$ cat src/rtl/button_conditioner_pkg.sv
// Shared constants for the push-button front end: clock rate, lane map and default timings.
package button_conditioner_pkg;

  localparam int unsigned CLK_HZ = 100000000;

  function automatic int unsigned ms_to_cycles(input int unsigned ms);
    return (CLK_HZ / 1000) * ms;
  endfunction

  localparam int unsigned BTN_RESET = 0;
  localparam int unsigned BTN_LEFT  = 1;
  localparam int unsigned BTN_UP    = 2;
  localparam int unsigned BTN_DOWN  = 3;
  localparam int unsigned BTN_RIGHT = 4;

  localparam int unsigned DEF_DEBOUNCE_CYCLES = ms_to_cycles(20);
  localparam int unsigned DEF_REPEAT_DELAY    = ms_to_cycles(500);
  localparam int unsigned DEF_REPEAT_PERIOD   = ms_to_cycles(100);

endpackage

$ cat src/rtl/button_conditioner_lane.sv
// One button lane: 2-flop synchronizer, stable-count debounce, press/release pulses, auto-repeat FSM.
module btn_lane
  import button_conditioner_pkg::*;
#(
  parameter int unsigned DEBOUNCE_CYCLES = DEF_DEBOUNCE_CYCLES,
  parameter int unsigned REPEAT_DELAY    = DEF_REPEAT_DELAY,
  parameter int unsigned REPEAT_PERIOD   = DEF_REPEAT_PERIOD,
  parameter bit          REPEAT_EN       = 1'b0
) (
  input  logic clk,
  input  logic reset,
  input  logic raw_i,
  output logic level_o,
  output logic press_o,
  output logic release_o,
  output logic repeat_o,
  output logic press_nxt_o
);

  localparam int unsigned DW   = $clog2(DEBOUNCE_CYCLES + 1);
  localparam int unsigned RMAX = (REPEAT_DELAY > REPEAT_PERIOD) ? REPEAT_DELAY : REPEAT_PERIOD;
  localparam int unsigned RW   = $clog2(RMAX + 1);
  localparam logic [DW-1:0] DCNT_LAST  = DW'(DEBOUNCE_CYCLES - 1);
  localparam logic [RW-1:0] DELAY_LAST = RW'(REPEAT_DELAY - 1);
  localparam logic [RW-1:0] PER_LAST   = RW'(REPEAT_PERIOD - 1);

  typedef enum logic [1:0] {S_IDLE, S_DELAY, S_REPEAT} rep_state_e;

  logic [1:0]    sync_q;
  logic          s;
  logic [DW-1:0] dcnt_q, dcnt_d;
  logic          level_q, level_d;
  logic          accept, press_d, release_d;
  logic          press_q, release_q, repeat_q, repeat_d;
  rep_state_e    state_q, state_d;
  logic [RW-1:0] rcnt_q, rcnt_d;

  assign s         = sync_q[1];
  assign accept    = (s != level_q) && (dcnt_q == DCNT_LAST);
  assign press_d   = accept & s;
  assign release_d = accept & ~s;

  always_comb begin
    dcnt_d  = dcnt_q;
    level_d = level_q;
    if (s == level_q) begin
      dcnt_d = '0;
    end else if (accept) begin
      level_d = s;
      dcnt_d  = '0;
    end else begin
      dcnt_d = dcnt_q + 1'b1;
    end
  end

  // Release overrides any repeat due in the same cycle so the two never collide.
  always_comb begin
    state_d  = state_q;
    rcnt_d   = rcnt_q;
    repeat_d = 1'b0;
    case (state_q)
      S_IDLE: begin
        if (press_d) begin
          state_d = S_DELAY;
          rcnt_d  = '0;
        end
      end
      S_DELAY: begin
        if (rcnt_q == DELAY_LAST) begin
          repeat_d = 1'b1;
          state_d  = S_REPEAT;
          rcnt_d   = '0;
        end else begin
          rcnt_d = rcnt_q + 1'b1;
        end
      end
      S_REPEAT: begin
        if (rcnt_q == PER_LAST) begin
          repeat_d = 1'b1;
          rcnt_d   = '0;
        end else begin
          rcnt_d = rcnt_q + 1'b1;
        end
      end
      default: begin
        state_d = S_IDLE;
        rcnt_d  = '0;
      end
    endcase
    if (release_d || !REPEAT_EN) begin
      state_d  = S_IDLE;
      rcnt_d   = '0;
      repeat_d = 1'b0;
    end
  end

  always_ff @(posedge clk) begin
    if (reset) begin
      sync_q    <= '0;
      dcnt_q    <= '0;
      level_q   <= 1'b0;
      press_q   <= 1'b0;
      release_q <= 1'b0;
      repeat_q  <= 1'b0;
      state_q   <= S_IDLE;
      rcnt_q    <= '0;
    end else begin
      sync_q    <= {sync_q[0], raw_i};
      dcnt_q    <= dcnt_d;
      level_q   <= level_d;
      press_q   <= press_d;
      release_q <= release_d;
      repeat_q  <= repeat_d;
      state_q   <= state_d;
      rcnt_q    <= rcnt_d;
    end
  end

  assign level_o     = level_q;
  assign press_o     = press_q;
  assign release_o   = release_q;
  assign repeat_o    = repeat_q;
  assign press_nxt_o = press_d;

endmodule

$ cat src/rtl/button_conditioner.sv
// Push-button front end: NUM_BTN independent lanes plus a registered any-press summary.
module button_conditioner
  import button_conditioner_pkg::*;
#(
  parameter int unsigned        NUM_BTN         = 5,
  parameter int unsigned        DEBOUNCE_CYCLES = DEF_DEBOUNCE_CYCLES,
  parameter int unsigned        REPEAT_DELAY    = DEF_REPEAT_DELAY,
  parameter int unsigned        REPEAT_PERIOD   = DEF_REPEAT_PERIOD,
  parameter logic [NUM_BTN-1:0] REPEAT_EN       = 5'b01100
) (
  input  logic               clk,
  input  logic               reset,
  input  logic [NUM_BTN-1:0] btn_raw,
  output logic [NUM_BTN-1:0] btn_level,
  output logic [NUM_BTN-1:0] btn_press,
  output logic [NUM_BTN-1:0] btn_release,
  output logic [NUM_BTN-1:0] btn_repeat,
  output logic               any_press
);

  logic [NUM_BTN-1:0] press_nxt;
  logic               any_press_q;

  for (genvar i = 0; i < NUM_BTN; i++) begin : g_lane
    btn_lane #(
      .DEBOUNCE_CYCLES(DEBOUNCE_CYCLES),
      .REPEAT_DELAY   (REPEAT_DELAY),
      .REPEAT_PERIOD  (REPEAT_PERIOD),
      .REPEAT_EN      (REPEAT_EN[i])
    ) u_lane (
      .clk        (clk),
      .reset      (reset),
      .raw_i      (btn_raw[i]),
      .level_o    (btn_level[i]),
      .press_o    (btn_press[i]),
      .release_o  (btn_release[i]),
      .repeat_o   (btn_repeat[i]),
      .press_nxt_o(press_nxt[i])
    );
  end

  // Built from next-cycle press terms so any_press lines up with btn_press.
  always_ff @(posedge clk) begin
    if (reset) any_press_q <= 1'b0;
    else       any_press_q <= |press_nxt;
  end

  assign any_press = any_press_q;

endmodule

$ cat config.mk
export PLATFORM = sky130hd
export DESIGN_NAME = button_conditioner
export DESIGN_NICKNAME = d
export VERILOG_FILES = /design/src/rtl/button_conditioner_pkg.sv /design/src/rtl/button_conditioner_lane.sv /design/src/rtl/button_conditioner.sv
export SDC_FILE = /design/constraint.sdc
export NUM_CORES = 1
export LEC_CHECK = 0
export BUFFER_PORTS_ARGS = -buffer_cell sky130_fd_sc_hd__clkbuf_2
export CAP_MARGIN = 0
export CORE_MARGIN = 3
export CORE_UTILIZATION = 61
export CTS_CLUSTER_DIAMETER = 40
export DETAILED_ROUTE_END_ITERATION = 8
export GPL_TIMING_DRIVEN = 0
export PLACE_DENSITY = 0.77
export SLEW_MARGIN = 20
export SYNTH_ARGS = -nofsm -noshare
export SYNTH_HDL_FRONTEND = slang
export SYNTH_HIERARCHICAL = 1
export SYNTH_SLANG_ARGS = --single-unit
$ cat constraint.sdc
create_clock -name clk -period 2.47 [get_ports clk]
set_input_delay 0.247 -clock clk [delete_from_list [all_inputs] [get_ports clk]]
set_output_delay 0.247 -clock clk [all_outputs]
set_load 0.01 [all_outputs]
==> impl_metrics.prom, run 1 <==
# TYPE chip_impl_metric gauge
chip_impl_info{name="outcome",value="finished, final reports clean"} 1
chip_impl_metric{name="required",unit="ps"} 2780
chip_impl_info{name="synth_top_cells_by_count",value="189 x sky130_fd_sc_hd__dfxtp_1, 137 x sky130_fd_sc_hd__nor2_1, 134 x sky130_fd_sc_hd__nand2_1"} 1
chip_impl_metric{name="synthDominantCellAreaShare",unit=""} 0.410
chip_impl_metric{name="sum_of_overflow_across_all_layers_after_global_routing",unit=""} 0
chip_impl_metric{name="detail_route.drc_violations",unit=""} 0
chip_impl_metric{name="fin_crit",unit="ps"} 2380
chip_impl_metric{name="synthesis.nets",unit=""} 1115
chip_impl_metric{name="final-max-slew-violation-count",unit=""} 0
chip_impl_metric{name="core",unit="mm2"} 0.0147
chip_impl_metric{name="layout-drive-gt1-share",unit=""} 0.114
chip_impl_metric{name="synthesis.instances",unit=""} 1093
chip_impl_metric{name="synth_edf_count",unit=""} 0
chip_impl_info{name="setup.worst_path.class",value="reg -> reg"} 1
chip_impl_info{name="critical_path.cell_chain",value="or4b_1, or4_4, o21ai_4, a21o_2, or3_1, buf_4, o31ai_1"} 1
chip_impl_metric{name="num_io_pins",unit=""} 28
chip_impl_metric{name="area_growth_syn_to_layout",unit="%"} 10.7
chip_impl_metric{name="clk_pin_slew",unit="ps"} 70
chip_impl_metric{name="critPathArrivalTime",unit="ps"} 2680
chip_impl_metric{name="cpPeakStageDelay",unit="ps"} 550
chip_impl_metric{name="async_set_or_reset_register_ratio_after_synthesis",unit=""} 0
chip_impl_metric{name="first_pass_grt_wire_length",unit="mm"} 32.0
chip_impl_metric{name="p_leak",unit="uW"} 0.00321
chip_impl_metric{name="final.setup_skew",unit="ps"} 7.89
chip_impl_metric{name="place_inst",unit=""} 1301
chip_impl_metric{name="worst_skew_pair_latency",unit="ps"} 430
chip_impl_info{name="end_kind",value="flop"} 1
chip_impl_info{name="critical_path.slowest_cell",value="sky130_fd_sc_hd__or4b_1"} 1
chip_impl_metric{name="gpl.final_weighted_congestion",unit=""} 0.847
chip_impl_metric{name="n_antenna_cell",unit=""} 0
chip_impl_metric{name="final_report_hold_violation_count",unit=""} 0
chip_impl_metric{name="routed-via-count",unit=""} 7829
chip_impl_metric{name="grt_max_degree",unit=""} 29
chip_impl_info{name="synthMostInstantiatedCell",value="sky130_fd_sc_hd__dfxtp_1"} 1
chip_impl_metric{name="finalNonFillerCells",unit=""} 1333
chip_impl_metric{name="synth_area",unit="mm2"} 0.00924
chip_impl_metric{name="fp.dieW",unit="um"} 129
chip_impl_metric{name="slew_headroom",unit=""} 0.551
chip_impl_metric{name="final_core_util",unit=""} 0.696
chip_impl_metric{name="finish.net_count",unit=""} 1158
chip_impl_metric{name="ys.warnings.count",unit=""} 6
chip_impl_metric{name="drv.max_cap_violation_count",unit=""} 0
chip_impl_metric{name="track_usage",unit=""} 0.230
chip_impl_metric{name="standard_cell_rows",unit=""} 44
chip_impl_metric{name="numClockSinks",unit=""} 189
chip_impl_info{name="clk_root_buffer_cell",value="sky130_fd_sc_hd__clkbuf_16"} 1
chip_impl_metric{name="worst_pin_slew",unit="ps"} 667
chip_impl_metric{name="port_buffers",unit=""} 24
chip_impl_metric{name="cts.hold.buffers_added",unit=""} 0
chip_impl_metric{name="detail_route.wirelength",unit="mm"} 19.0
chip_impl_info{name="synthFlopType",value="sky130_fd_sc_hd__dfxtp_1"} 1
chip_impl_metric{name="fin_worst_hold_slack",unit="ps"} 30.0
chip_impl_info{name="post-synth-top-area-cell",value="sky130_fd_sc_hd__dfxtp_1"} 1
chip_impl_metric{name="antenna_violating_nets_post_route",unit=""} 0
chip_impl_metric{name="grt_pass1_vias",unit=""} 6989
chip_impl_metric{name="power_density",unit="mW/mm2"} 561
chip_impl_metric{name="drtIter0Drc",unit=""} 504
chip_impl_info{name="setup.worst_path.start_class",value="flop"} 1
chip_impl_metric{name="flops_latches_synth",unit=""} 189
chip_impl_metric{name="post-dp-hpwl",unit="mm"} 13.1
chip_impl_metric{name="netlist-cell-type-count",unit=""} 56
chip_impl_metric{name="routed_wire_length_per_instance",unit="um"} 14.3
chip_impl_info{name="top_area_cells_in_the_synthesized_netlist",value="sky130_fd_sc_hd__dfxtp_1 41%, sky130_fd_sc_hd__nor2_1 5.6%, sky130_fd_sc_hd__nand2_1 5.4%"} 1
chip_impl_info{name="hold_path_class",value="in -> reg"} 1
chip_impl_metric{name="final-setup-viol-count",unit=""} 0
chip_impl_metric{name="antenna_found_initial",unit=""} 0
chip_impl_metric{name="crit_path_max_fanout",unit=""} 7
chip_impl_info{name="cts_tree",value="built"} 1
chip_impl_metric{name="cts_buffers",unit=""} 17
chip_impl_metric{name="clock_path_buffers",unit=""} 2
chip_impl_metric{name="drt_first_pass_iters",unit=""} 5
chip_impl_metric{name="fin_crit_sh",unit=""} 0.963
chip_impl_metric{name="post_synth.cell_area_avg",unit="um2"} 8.45
chip_impl_metric{name="route.detailed.vias_per_inst",unit=""} 5.87
chip_impl_metric{name="initial_core_util",unit=""} 0.628
chip_impl_metric{name="max_clock_freq",unit="MHz"} 420
chip_impl_metric{name="worst_ir_drop_vdd",unit="uV"} 513
chip_impl_metric{name="die_h",unit="um"} 129
chip_impl_metric{name="synth_seq_area_share",unit=""} 0.410
chip_impl_metric{name="cts-htree-levels",unit=""} 4
chip_impl_metric{name="post_cts.repair.setup_buffers",unit=""} 0
chip_impl_metric{name="filler_cells",unit=""} 1180
chip_impl_metric{name="full_die_area",unit="mm2"} 0.0167
registers in the layout, indices dropped and copies added, names as in the netlist:
register	flops
any_press	1
g_lane.u_lane/press_o	5
g_lane.u_lane/state_q	4
g_lane.u_lane/dcnt_q	105
g_lane.u_lane/repeat_o	2
g_lane.u_lane/release_o	5
g_lane.u_lane/sync_q	10
g_lane.u_lane/level_o	5
g_lane.u_lane/rcnt_q	52
what timing repair did:
action	4_1_cts	5_1_grt
endpoints found under the setup margin	1	51
gates resized for setup	1	22
pin swaps	0	2
hold endpoints to repair	0	0
layout by cell type, fill, tap and decap left out, drive strengths merged, types with 5 or more instances in the layout:
cell type / instances
nor2: 137
o31a: 5
nor3: 30
clkbuf: 66
nand3b: 10
or4b: 7
and3: 25
and2: 19
nand4: 40
or3: 13
a31oi: 26
xor2: 50
nor2b: 12
nand2: 134
o31ai: 24
ha: 15
nand4bb: 5
a22oi: 14
nor4b: 9
dfxtp: 189
nor4: 27
buf: 21
o21ai: 17
o211ai: 12
clkinv: 6
a2bb2oi: 6
inv: 28
or4: 15
and4: 14
a21oi: 28
nand3: 66
xnor2: 35
metal layers:
layer,part of all wire,global-route usage,up-vias
met1,0.48,0.306,3647
met5,0,0,-
met2,0.48,0.382,142
li1,-,-,4017
met3,0.040,0.0491,23
met4,0.0087,0.0611,0
path summary, 6_finish.rpt:
check	start	endpoint	slack, ps	cells after the start
max	g_lane[3].u_lane/rcnt_q[8]	g_lane[3].u_lane/rcnt_q[5]	90	7
min	btn_raw[3]	g_lane[3].u_lane/sync_q[0]	30	2
max reg2reg	g_lane[3].u_lane/rcnt_q[8]	g_lane[3].u_lane/rcnt_q[5]	90	7
min reg2reg	g_lane[3].u_lane/sync_q[0]	g_lane[3].u_lane/sync_q[1]	440	1
final cells by class:
class                           count  area [um2]  area share
Sequential cell                   189        3780       0.370
Inverter                           25        93.8     0.00918
Buffer                             42         214      0.0209
Clock buffer                       21         450      0.0440
Multi-Input combinational cell    837        5220       0.511
Tap cell                          184         230      0.0225
Timing Repair Buffer               24         120      0.0117
Clock inverter                     11         109      0.0106
power by group:
group	leakage [uW]	total (uW)	internal [uW]	switching [uW]
clock	0.000272	2590	1430	1160
sequential	0.00152	3060	3060	8.19
combinational	0.00141	81.8	26.1	55.7
critical path, delay by kind of cell, from the launching register on:
| kind | cells | cell delay, ps |
|---|---|---|
| buffers and inverters | 1 | 150 |
| AO/OA/AOI/OAI | 3 | 540 |
| AND/OR/NAND/NOR | 3 | 1210 |
| flip-flops | 1 | 360 |
metrics by stage:
| step | instance area [um2] | TNS (ps) | setup WS (ps) | power, uW |
|---|---|---|---|---|
| CTS | 10200 | 0 | 37.5 | 5790 |
| floorplan | 9240 | 0 | 313 | 3180 |
| global placement | 9590 | 0 | 83.3 | 3210 |
| finish | 10200 | 0 | 91.8 | 5730 |
| detailed placement | 9590 | 0 | 18.4 | 3210 |
| global route | 10200 | -56.9 | -20.6 | 5950 |
logic make-up after synthesis:
| group | count (synthesis) | synth area share |
|---|---|---|
| AO/OA/AOI/OAI | 148 | 0.113 |
| XOR/XNOR | 85 | 0.0806 |
| adder cells (fa/ha/maj) | 15 | 0.0203 |
| buffers and inverters | 67 | 0.0326 |
| flip-flops | 189 | 0.410 |
| multiplexers | 4 | 0.00433 |
| other | 3 | 0.00122 |
| AND/OR/NAND/NOR | 582 | 0.339 |
Note: power is estimated with default switching activity, not from simulation.
==> run 2: changes to the inputs <==
--- a/config.mk
+++ b/config.mk
@@ -7,13 +7,13 @@
 export LEC_CHECK = 0
 export BUFFER_PORTS_ARGS = -buffer_cell sky130_fd_sc_hd__clkbuf_2
 export CAP_MARGIN = 0
+export CORE_ASPECT_RATIO = 1.2
 export CORE_MARGIN = 3
 export CORE_UTILIZATION = 61
 export CTS_CLUSTER_DIAMETER = 40
 export DETAILED_ROUTE_END_ITERATION = 8
 export GPL_TIMING_DRIVEN = 0
 export PLACE_DENSITY = 0.77
-export SLEW_MARGIN = 20
 export SYNTH_ARGS = -nofsm -noshare
 export SYNTH_HDL_FRONTEND = slang
 export SYNTH_HIERARCHICAL = 1
==> impl_metrics.prom, run 2 (synthesis gave the netlist of run 1 again) <==
# TYPE chip_impl_metric gauge
chip_impl_metric{name="clock_path_buffers",unit=""} 2
chip_impl_metric{name="grt_pass1_vias",unit=""} 7276
chip_impl_metric{name="area_growth_syn_to_layout",unit="%"} 11.1
chip_impl_metric{name="drv.max_cap_violation_count",unit=""} 0
chip_impl_info{name="layout.cells.most_common",value="sky130_fd_sc_hd__dfxtp_1"} 1
chip_impl_metric{name="detail_route.drc_violations",unit=""} 0
chip_impl_metric{name="multiInputGateArea",unit="mm2"} 0.00522
chip_impl_metric{name="p_leak",unit="uW"} 0.00320
chip_impl_metric{name="worst_skew_pair_latency",unit="ps"} 420
chip_impl_metric{name="cts.hold.buffers_added",unit=""} 0
chip_impl_metric{name="numClockSinks",unit=""} 189
chip_impl_metric{name="gr-usage-met3",unit=""} 0.0389
chip_impl_metric{name="crit_path_max_fanout",unit=""} 7
chip_impl_info{name="end_kind",value="flop"} 1
chip_impl_metric{name="cts_buffers",unit=""} 17
chip_impl_metric{name="grt.met2_usage",unit=""} 0.407
chip_impl_metric{name="final.setup_skew",unit="ps"} 7.36
chip_impl_metric{name="antenna_found_initial",unit=""} 0
chip_impl_metric{name="track_usage",unit=""} 0.232
chip_impl_metric{name="routed_wire_length_per_instance",unit="um"} 14.2
chip_impl_info{name="setup.worst_path.class",value="reg -> reg"} 1
chip_impl_metric{name="cts-htree-levels",unit=""} 4
chip_impl_info{name="largestRegisters",value="g_lane.u_lane/dcnt_q x105, g_lane.u_lane/rcnt_q x52, g_lane.u_lane/sync_q x10"} 1
chip_impl_metric{name="gpl.final_weighted_congestion",unit=""} 0.879
chip_impl_metric{name="initial_core_util",unit=""} 0.633
chip_impl_info{name="cts_tree",value="built"} 1
chip_impl_metric{name="layout-drive-gt1-share",unit=""} 0.114
chip_impl_metric{name="die_h",unit="um"} 141
chip_impl_metric{name="finish.net_count",unit=""} 1157
chip_impl_metric{name="combPwrFrac",unit=""} 0.014
chip_impl_metric{name="antenna_violating_nets_post_route",unit=""} 0
chip_impl_metric{name="fin_crit",unit="ps"} 2380
chip_impl_metric{name="sum_of_overflow_across_all_layers_after_global_routing",unit=""} 0
chip_impl_metric{name="fp.dieW",unit="um"} 118
chip_impl_metric{name="route.detailed.vias_per_inst",unit=""} 5.88
chip_impl_info{name="clk_root_buffer_cell",value="sky130_fd_sc_hd__clkbuf_16"} 1
chip_impl_metric{name="switching_power",unit="uW"} 1240
chip_impl_metric{name="grt_max_degree",unit=""} 29
chip_impl_metric{name="total_negative_slack",unit="ps"} 0
chip_impl_metric{name="port_buffers",unit=""} 24
chip_impl_metric{name="power.share.sequential",unit=""} 0.524
chip_impl_info{name="grt.busiest_layer",value="met2"} 1
chip_impl_metric{name="critPathArrivalTime",unit="ps"} 2680
chip_impl_metric{name="first_pass_grt_wire_length",unit="mm"} 32.9
chip_impl_metric{name="detail_route.wirelength",unit="mm"} 19.2
chip_impl_metric{name="place_inst",unit=""} 1317
chip_impl_metric{name="standard_cell_rows",unit=""} 48
chip_impl_metric{name="post-dp-hpwl",unit="mm"} 13.3
chip_impl_metric{name="max_clock_freq",unit="MHz"} 421
chip_impl_metric{name="register_area",unit="mm2"} 0.00378
chip_impl_metric{name="fin_crit_sh",unit=""} 0.962
chip_impl_metric{name="worst_setup_timing_slack_at_the_placement_stage",unit="ps"} 32.9
chip_impl_metric{name="final_report_hold_violation_count",unit=""} 0
chip_impl_metric{name="setup_slack",unit="ps"} 94.0
chip_impl_info{name="outcome",value="finished, final reports clean"} 1
chip_impl_metric{name="clk_pin_slew",unit="ps"} 70
chip_impl_info{name="most_frequent_cells_in_the_layout",value="189 x sky130_fd_sc_hd__dfxtp_1, 137 x sky130_fd_sc_hd__nor2_1, 134 x sky130_fd_sc_hd__nand2_1"} 1
chip_impl_info{name="largest-register",value="g_lane.u_lane/dcnt_q"} 1
chip_impl_metric{name="finalNonFillerCells",unit=""} 1348
chip_impl_metric{name="filler_cells",unit=""} 1198
chip_impl_metric{name="full_die_area",unit="mm2"} 0.0167
chip_impl_info{name="setup.worst_path.start_class",value="flop"} 1
chip_impl_metric{name="drtIter0Drc",unit=""} 469
chip_impl_metric{name="fin_worst_hold_slack",unit="ps"} 43.4
chip_impl_metric{name="core",unit="mm2"} 0.0146
chip_impl_metric{name="worst_pin_slew",unit="ps"} 638
chip_impl_metric{name="power.internal",unit="uW"} 4600
chip_impl_metric{name="p_sw_frac",unit=""} 0.212
chip_impl_metric{name="grtUsageMet1",unit=""} 0.289
chip_impl_metric{name="drt_first_pass_iters",unit=""} 6
chip_impl_info{name="hold_path_class",value="in -> reg"} 1
chip_impl_metric{name="final-max-slew-violation-count",unit=""} 0
chip_impl_metric{name="n_antenna_cell",unit=""} 0
chip_impl_metric{name="power_density",unit="mW/mm2"} 569
chip_impl_metric{name="num_io_pins",unit=""} 28
chip_impl_metric{name="final-setup-viol-count",unit=""} 0
chip_impl_metric{name="routed-via-count",unit=""} 7922
chip_impl_metric{name="worst_ir_drop_vdd",unit="uV"} 430
chip_impl_metric{name="required",unit="ps"} 2770
chip_impl_metric{name="slew_headroom",unit=""} 0.571
chip_impl_metric{name="clock_power_share",unit=""} 0.462
chip_impl_metric{name="largest_register_ff_count",unit=""} 105
run 2: cell count changes in the layout (fill, tap and decap cells not counted), moves of 2 or more:
| cell | delta |
|---|---|
| sky130_fd_sc_hd__clkbuf_1 | -3 |
| sky130_fd_sc_hd__clkinvlp_4 | +2 |
| sky130_fd_sc_hd__nor4b_1 | +2 |
| sky130_fd_sc_hd__nor4b_2 | -2 |
run 2: final timing paths:
path	start	end	slack [ps]	depth (start not counted)
worst max-delay path	g_lane[2].u_lane/rcnt_q[19]	g_lane[2].u_lane/rcnt_q[12]	90	7
worst min register to register	g_lane[2].u_lane/sync_q[0]	g_lane[2].u_lane/sync_q[1]	440	1
worst min-delay path	btn_raw[0]	g_lane[0].u_lane/sync_q[0]	40	2
worst max register to register	g_lane[2].u_lane/rcnt_q[19]	g_lane[2].u_lane/rcnt_q[12]	90	7
run 2: power by group through the flow:
stage	Combinational, uW	Clock [uW]	Sequential [uW]
6_report	80.9	2700	3060
5_1_grt	90.7	2910	3060
4_1_cts	81.9	2770	3060
3_5_place_dp	82.1	0	3130
3_3_place_gp	81.4	0	3130
2_1_floorplan	52.7	0	3130
run 2: repair_timing:
item / 4_1_cts / 5_1_grt
endpoints found under the setup margin: 0 / 52
buffers inserted: 0 / 1
gates resized for setup: 0 / 20
run 2: layout make-up:
cell class              count  share of cell area
clock inverters            13              0.0138
plain buffers              40              0.0202
multi-input cells         837               0.508
clock buffers              19              0.0432
repair buffers             25              0.0124
well taps                 200              0.0244
flip-flops and latches    189               0.369
inverters                  25             0.00914
run 2: per-layer routing:
| layer | vias to the layer above | wire length (um) | part of all wire |
|---|---|---|---|
| met2 | 164 | 9480 | 0.49 |
| met4 | 0 | 269 | 0.014 |
| met3 | 25 | 737 | 0.038 |
| met5 | - | 0 | 0 |
| met1 | 3730 | 8680 | 0.45 |
| li1 | 4003 | - | - |
run 2: worst max-delay path: stages, from the launching register on:
cell and delay (ps):
sky130_fd_sc_hd__dfxtp_1 420, sky130_fd_sc_hd__or4b_1 480, sky130_fd_sc_hd__or4_4 530, sky130_fd_sc_hd__o21ai_4 220, sky130_fd_sc_hd__a21o_2 240, sky130_fd_sc_hd__or3_1 120
sky130_fd_sc_hd__buf_4 150, sky130_fd_sc_hd__o31ai_1 80
run 2: through the flow:
| step | area, um2 | utilization | power (uW) |
|---|---|---|---|
| 2_1_floorplan | 9240 | - | 3180 |
| 3_3_place_gp | 9610 | 0.658 | 3210 |
| 5_1_grt | 10300 | 0.703 | 6060 |
| 3_5_place_dp | 9610 | 0.658 | 3220 |
| 6_report | 10300 | 0.703 | 5840 |
| 4_1_cts | 10200 | 0.698 | 5910 |
==> run 3: changes to the inputs <==
--- a/config.mk
+++ b/config.mk
@@ -7,13 +7,15 @@
 export LEC_CHECK = 0
 export BUFFER_PORTS_ARGS = -buffer_cell sky130_fd_sc_hd__clkbuf_2
 export CAP_MARGIN = 0
+export CELL_PAD_IN_SITES_DETAIL_PLACEMENT = 1
+export CELL_PAD_IN_SITES_GLOBAL_PLACEMENT = 1
 export CORE_ASPECT_RATIO = 1.2
 export CORE_MARGIN = 3
-export CORE_UTILIZATION = 61
+export CORE_UTILIZATION = 51
 export CTS_CLUSTER_DIAMETER = 40
 export DETAILED_ROUTE_END_ITERATION = 8
 export GPL_TIMING_DRIVEN = 0
-export PLACE_DENSITY = 0.77
+export PLACE_DENSITY = 0.83
 export SYNTH_ARGS = -nofsm -noshare
 export SYNTH_HDL_FRONTEND = slang
 export SYNTH_HIERARCHICAL = 1
==> constraint.sdc (replaced) <==
create_clock -name clk -period 2.9 [get_ports clk]
set_input_delay 0.29 -clock clk [delete_from_list [all_inputs] [get_ports clk]]
set_output_delay 0.29 -clock clk [all_outputs]
set_load 0.01 [all_outputs]
==> impl_metrics.prom, run 3 (synthesis gave the netlist of run 1 again) <==
# TYPE chip_impl_metric gauge
chip_impl_info{name="outcome",value="finished, final reports clean"} 1
chip_impl_info{name="largest-register",value="g_lane.u_lane/dcnt_q"} 1
chip_impl_metric{name="num_io_pins",unit=""} 28
chip_impl_metric{name="detail_route.wirelength",unit="mm"} 23.7
chip_impl_metric{name="grt_pass1_vias",unit=""} 8496
chip_impl_metric{name="gpl.final_weighted_congestion",unit=""} 0.812
chip_impl_metric{name="grt_max_degree",unit=""} 29
chip_impl_metric{name="final-max-slew-violation-count",unit=""} 0
chip_impl_metric{name="route.detailed.vias_per_inst",unit=""} 5.97
chip_impl_info{name="hold_path_class",value="in -> reg"} 1
chip_impl_metric{name="antenna_found_initial",unit=""} 0
chip_impl_metric{name="first_pass_grt_wire_length",unit="mm"} 40.6
chip_impl_metric{name="numClockSinks",unit=""} 189
chip_impl_info{name="setup.worst_path.start_class",value="flop"} 1
chip_impl_info{name="timing.critical_path.from",value="g_lane[3].u_lane/dcnt_q[10]"} 1
chip_impl_metric{name="track_usage",unit=""} 0.247
chip_impl_metric{name="detail_route.drc_violations",unit=""} 0
chip_impl_info{name="worstReg2RegStart",value="g_lane[3].u_lane/dcnt_q[10]"} 1
chip_impl_metric{name="clk_pin_slew",unit="ps"} 70
chip_impl_metric{name="standard_cell_rows",unit=""} 53
chip_impl_info{name="worstReg2RegEnd",value="g_lane[3].u_lane/rcnt_q[9]"} 1
chip_impl_metric{name="crit_path_max_fanout",unit=""} 10
chip_impl_info{name="end_kind",value="flop"} 1
chip_impl_info{name="rsz0062_at_grt",value="no"} 1
chip_impl_metric{name="reg2reg_slack",unit="ps"} 310
chip_impl_metric{name="clock_path_buffers",unit=""} 2
chip_impl_metric{name="final.setup_skew",unit="ps"} 12.1
chip_impl_metric{name="fin_crit_sh",unit=""} 0.893
chip_impl_metric{name="drtIter0Drc",unit=""} 374
chip_impl_metric{name="finish.net_count",unit=""} 1158
chip_impl_info{name="cts_tree",value="built"} 1
chip_impl_metric{name="power_density",unit="mW/mm2"} 524
chip_impl_metric{name="final_report_hold_violation_count",unit=""} 0
chip_impl_metric{name="total_negative_slack",unit="ps"} 0
chip_impl_metric{name="max_clock_freq",unit="MHz"} 386
chip_impl_metric{name="routed-via-count",unit=""} 8177
chip_impl_metric{name="sum_of_overflow_across_all_layers_after_global_routing",unit=""} 0
chip_impl_metric{name="post-dp-hpwl",unit="mm"} 16.3
chip_impl_metric{name="cts_buffers",unit=""} 17
chip_impl_info{name="critical_path.endpoint",value="g_lane[3].u_lane/rcnt_q[9]"} 1
chip_impl_info{name="layout.cells.most_common",value="sky130_fd_sc_hd__dfxtp_1"} 1
chip_impl_metric{name="report.power.total",unit="uW"} 5410
chip_impl_metric{name="finalNonFillerCells",unit=""} 1369
chip_impl_metric{name="n_antenna_cell",unit=""} 0
chip_impl_metric{name="full_die_area",unit="mm2"} 0.0198
chip_impl_metric{name="worst_skew_pair_latency",unit="ps"} 430
chip_impl_metric{name="post_cts.repair.setup_buffers",unit=""} 0
chip_impl_metric{name="core",unit="mm2"} 0.0176
chip_impl_metric{name="required",unit="ps"} 3200
chip_impl_metric{name="port_buffers",unit=""} 24
chip_impl_metric{name="post_cts.resized_instances",unit=""} 0
chip_impl_metric{name="critPathArrivalTime",unit="ps"} 2890
chip_impl_metric{name="routed_wire_length_per_instance",unit="um"} 17.3
chip_impl_info{name="largestRegisters",value="g_lane.u_lane/dcnt_q x105, g_lane.u_lane/rcnt_q x52, g_lane.u_lane/sync_q x10"} 1
chip_impl_metric{name="place_inst",unit=""} 1337
chip_impl_metric{name="largest_register_ff_count",unit=""} 105
chip_impl_metric{name="area_growth_syn_to_layout",unit="%"} 11.8
chip_impl_metric{name="cts-htree-levels",unit=""} 4
chip_impl_info{name="clk_root_buffer_cell",value="sky130_fd_sc_hd__clkbuf_16"} 1
chip_impl_metric{name="fp.dieW",unit="um"} 129
chip_impl_metric{name="drv.max_cap_violation_count",unit=""} 0
chip_impl_metric{name="die_h",unit="um"} 153
chip_impl_metric{name="layout-drive-gt1-share",unit=""} 0.104
chip_impl_metric{name="final-setup-viol-count",unit=""} 0
chip_impl_metric{name="cts.hold.buffers_added",unit=""} 0
chip_impl_metric{name="worst_pin_slew",unit="ps"} 648
chip_impl_metric{name="p_leak",unit="uW"} 0.00324
chip_impl_metric{name="slew_headroom",unit=""} 0.568
chip_impl_metric{name="initial_core_util",unit=""} 0.524
chip_impl_metric{name="drt_first_pass_iters",unit=""} 7
chip_impl_metric{name="worst_ir_drop_vdd",unit="uV"} 432
chip_impl_info{name="setup.worst_path.class",value="reg -> reg"} 1
chip_impl_info{name="most_frequent_cells_in_the_layout",value="189 x sky130_fd_sc_hd__dfxtp_1, 137 x sky130_fd_sc_hd__nor2_1, 134 x sky130_fd_sc_hd__nand2_1"} 1
chip_impl_metric{name="fin_crit",unit="ps"} 2590
chip_impl_metric{name="antenna_violating_nets_post_route",unit=""} 0
chip_impl_metric{name="timing.reg2reg.worst_path_depth",unit=""} 8
==> run 3: cell count changes in the layout (fill, tap and decap cells not counted), sizes merged <==
| cell | change |
|---|---|
| bufinv | +5 |
| clkinv | -3 |
| buf | -1 |
| clkbuf | +1 |
| inv | -1 |
==> run 3: area by class of cell <==
cell class	instances	area [um2]
timing repair buffer	24	120
multi-input combinational	837	5150
inverter	25	93.8
tap	220	275
buffer	42	208
clock inverter	14	264
clock buffer	18	429
fill	2149	7310
sequential	189	3780
==> run 3: how the worst min path moves through the flow <==
| stage | start | depth (start not counted) | slack (ps) | to |
|---|---|---|---|---|
| 3_5_place_dp | g_lane[2].u_lane/sync_q[0] | 1 | 430 | g_lane[2].u_lane/sync_q[1] |
| 4_1_cts | btn_raw[1] | 2 | 60 | g_lane[1].u_lane/sync_q[0] |
| 5_1_grt | btn_raw[1] | 2 | 60 | g_lane[1].u_lane/sync_q[0] |
| 6_report | btn_raw[1] | 2 | 80 | g_lane[1].u_lane/sync_q[0] |
| 3_3_place_gp | g_lane[2].u_lane/sync_q[0] | 1 | 420 | g_lane[2].u_lane/sync_q[1] |
| 2_1_floorplan | reset | 1 | 360 | any_press |
==> run 3: routing by layer <==
metal  global-route usage  wire, um
met1                0.295     10300
met2                0.445     12500
met3               0.0325       508
met4               0.0880       430
met5                    0         0
==> run 3: stage by stage <==
| stage | util | setup slack, ps | instance area (um2) | hold slack, ps |
|---|---|---|---|---|
| CTS | 0.585 | 300 | 10300 | 61.1 |
| floorplan | - | 743 | 9240 | 359 |
| global placement | 0.546 | 377 | 9630 | 422 |
| detailed placement | 0.546 | 321 | 9630 | 432 |
| finish | 0.585 | 311 | 10300 | 75.7 |
| global route | 0.585 | 115 | 10300 | 62.4 |
==> run 3: report_power, final <==
group          switching (uW)  internal, uW  total (uW)
Sequential               6.98          2600        2610
Combinational            51.9          22.0        73.9
Clock                    1020          1710        2730
Total                    1080          4330        5410
==> run 3: critical path, cell delays in order, from the launching register on <==
cell	delay, ps
sky130_fd_sc_hd__dfxtp_1	400
sky130_fd_sc_hd__nor4b_1	480
sky130_fd_sc_hd__nand4_1	260
sky130_fd_sc_hd__o21a_1	280
sky130_fd_sc_hd__clkbuf_1	240
sky130_fd_sc_hd__and2_1	230
sky130_fd_sc_hd__clkbuf_1	200
sky130_fd_sc_hd__a22oi_1	250
sky130_fd_sc_hd__o31ai_1	100
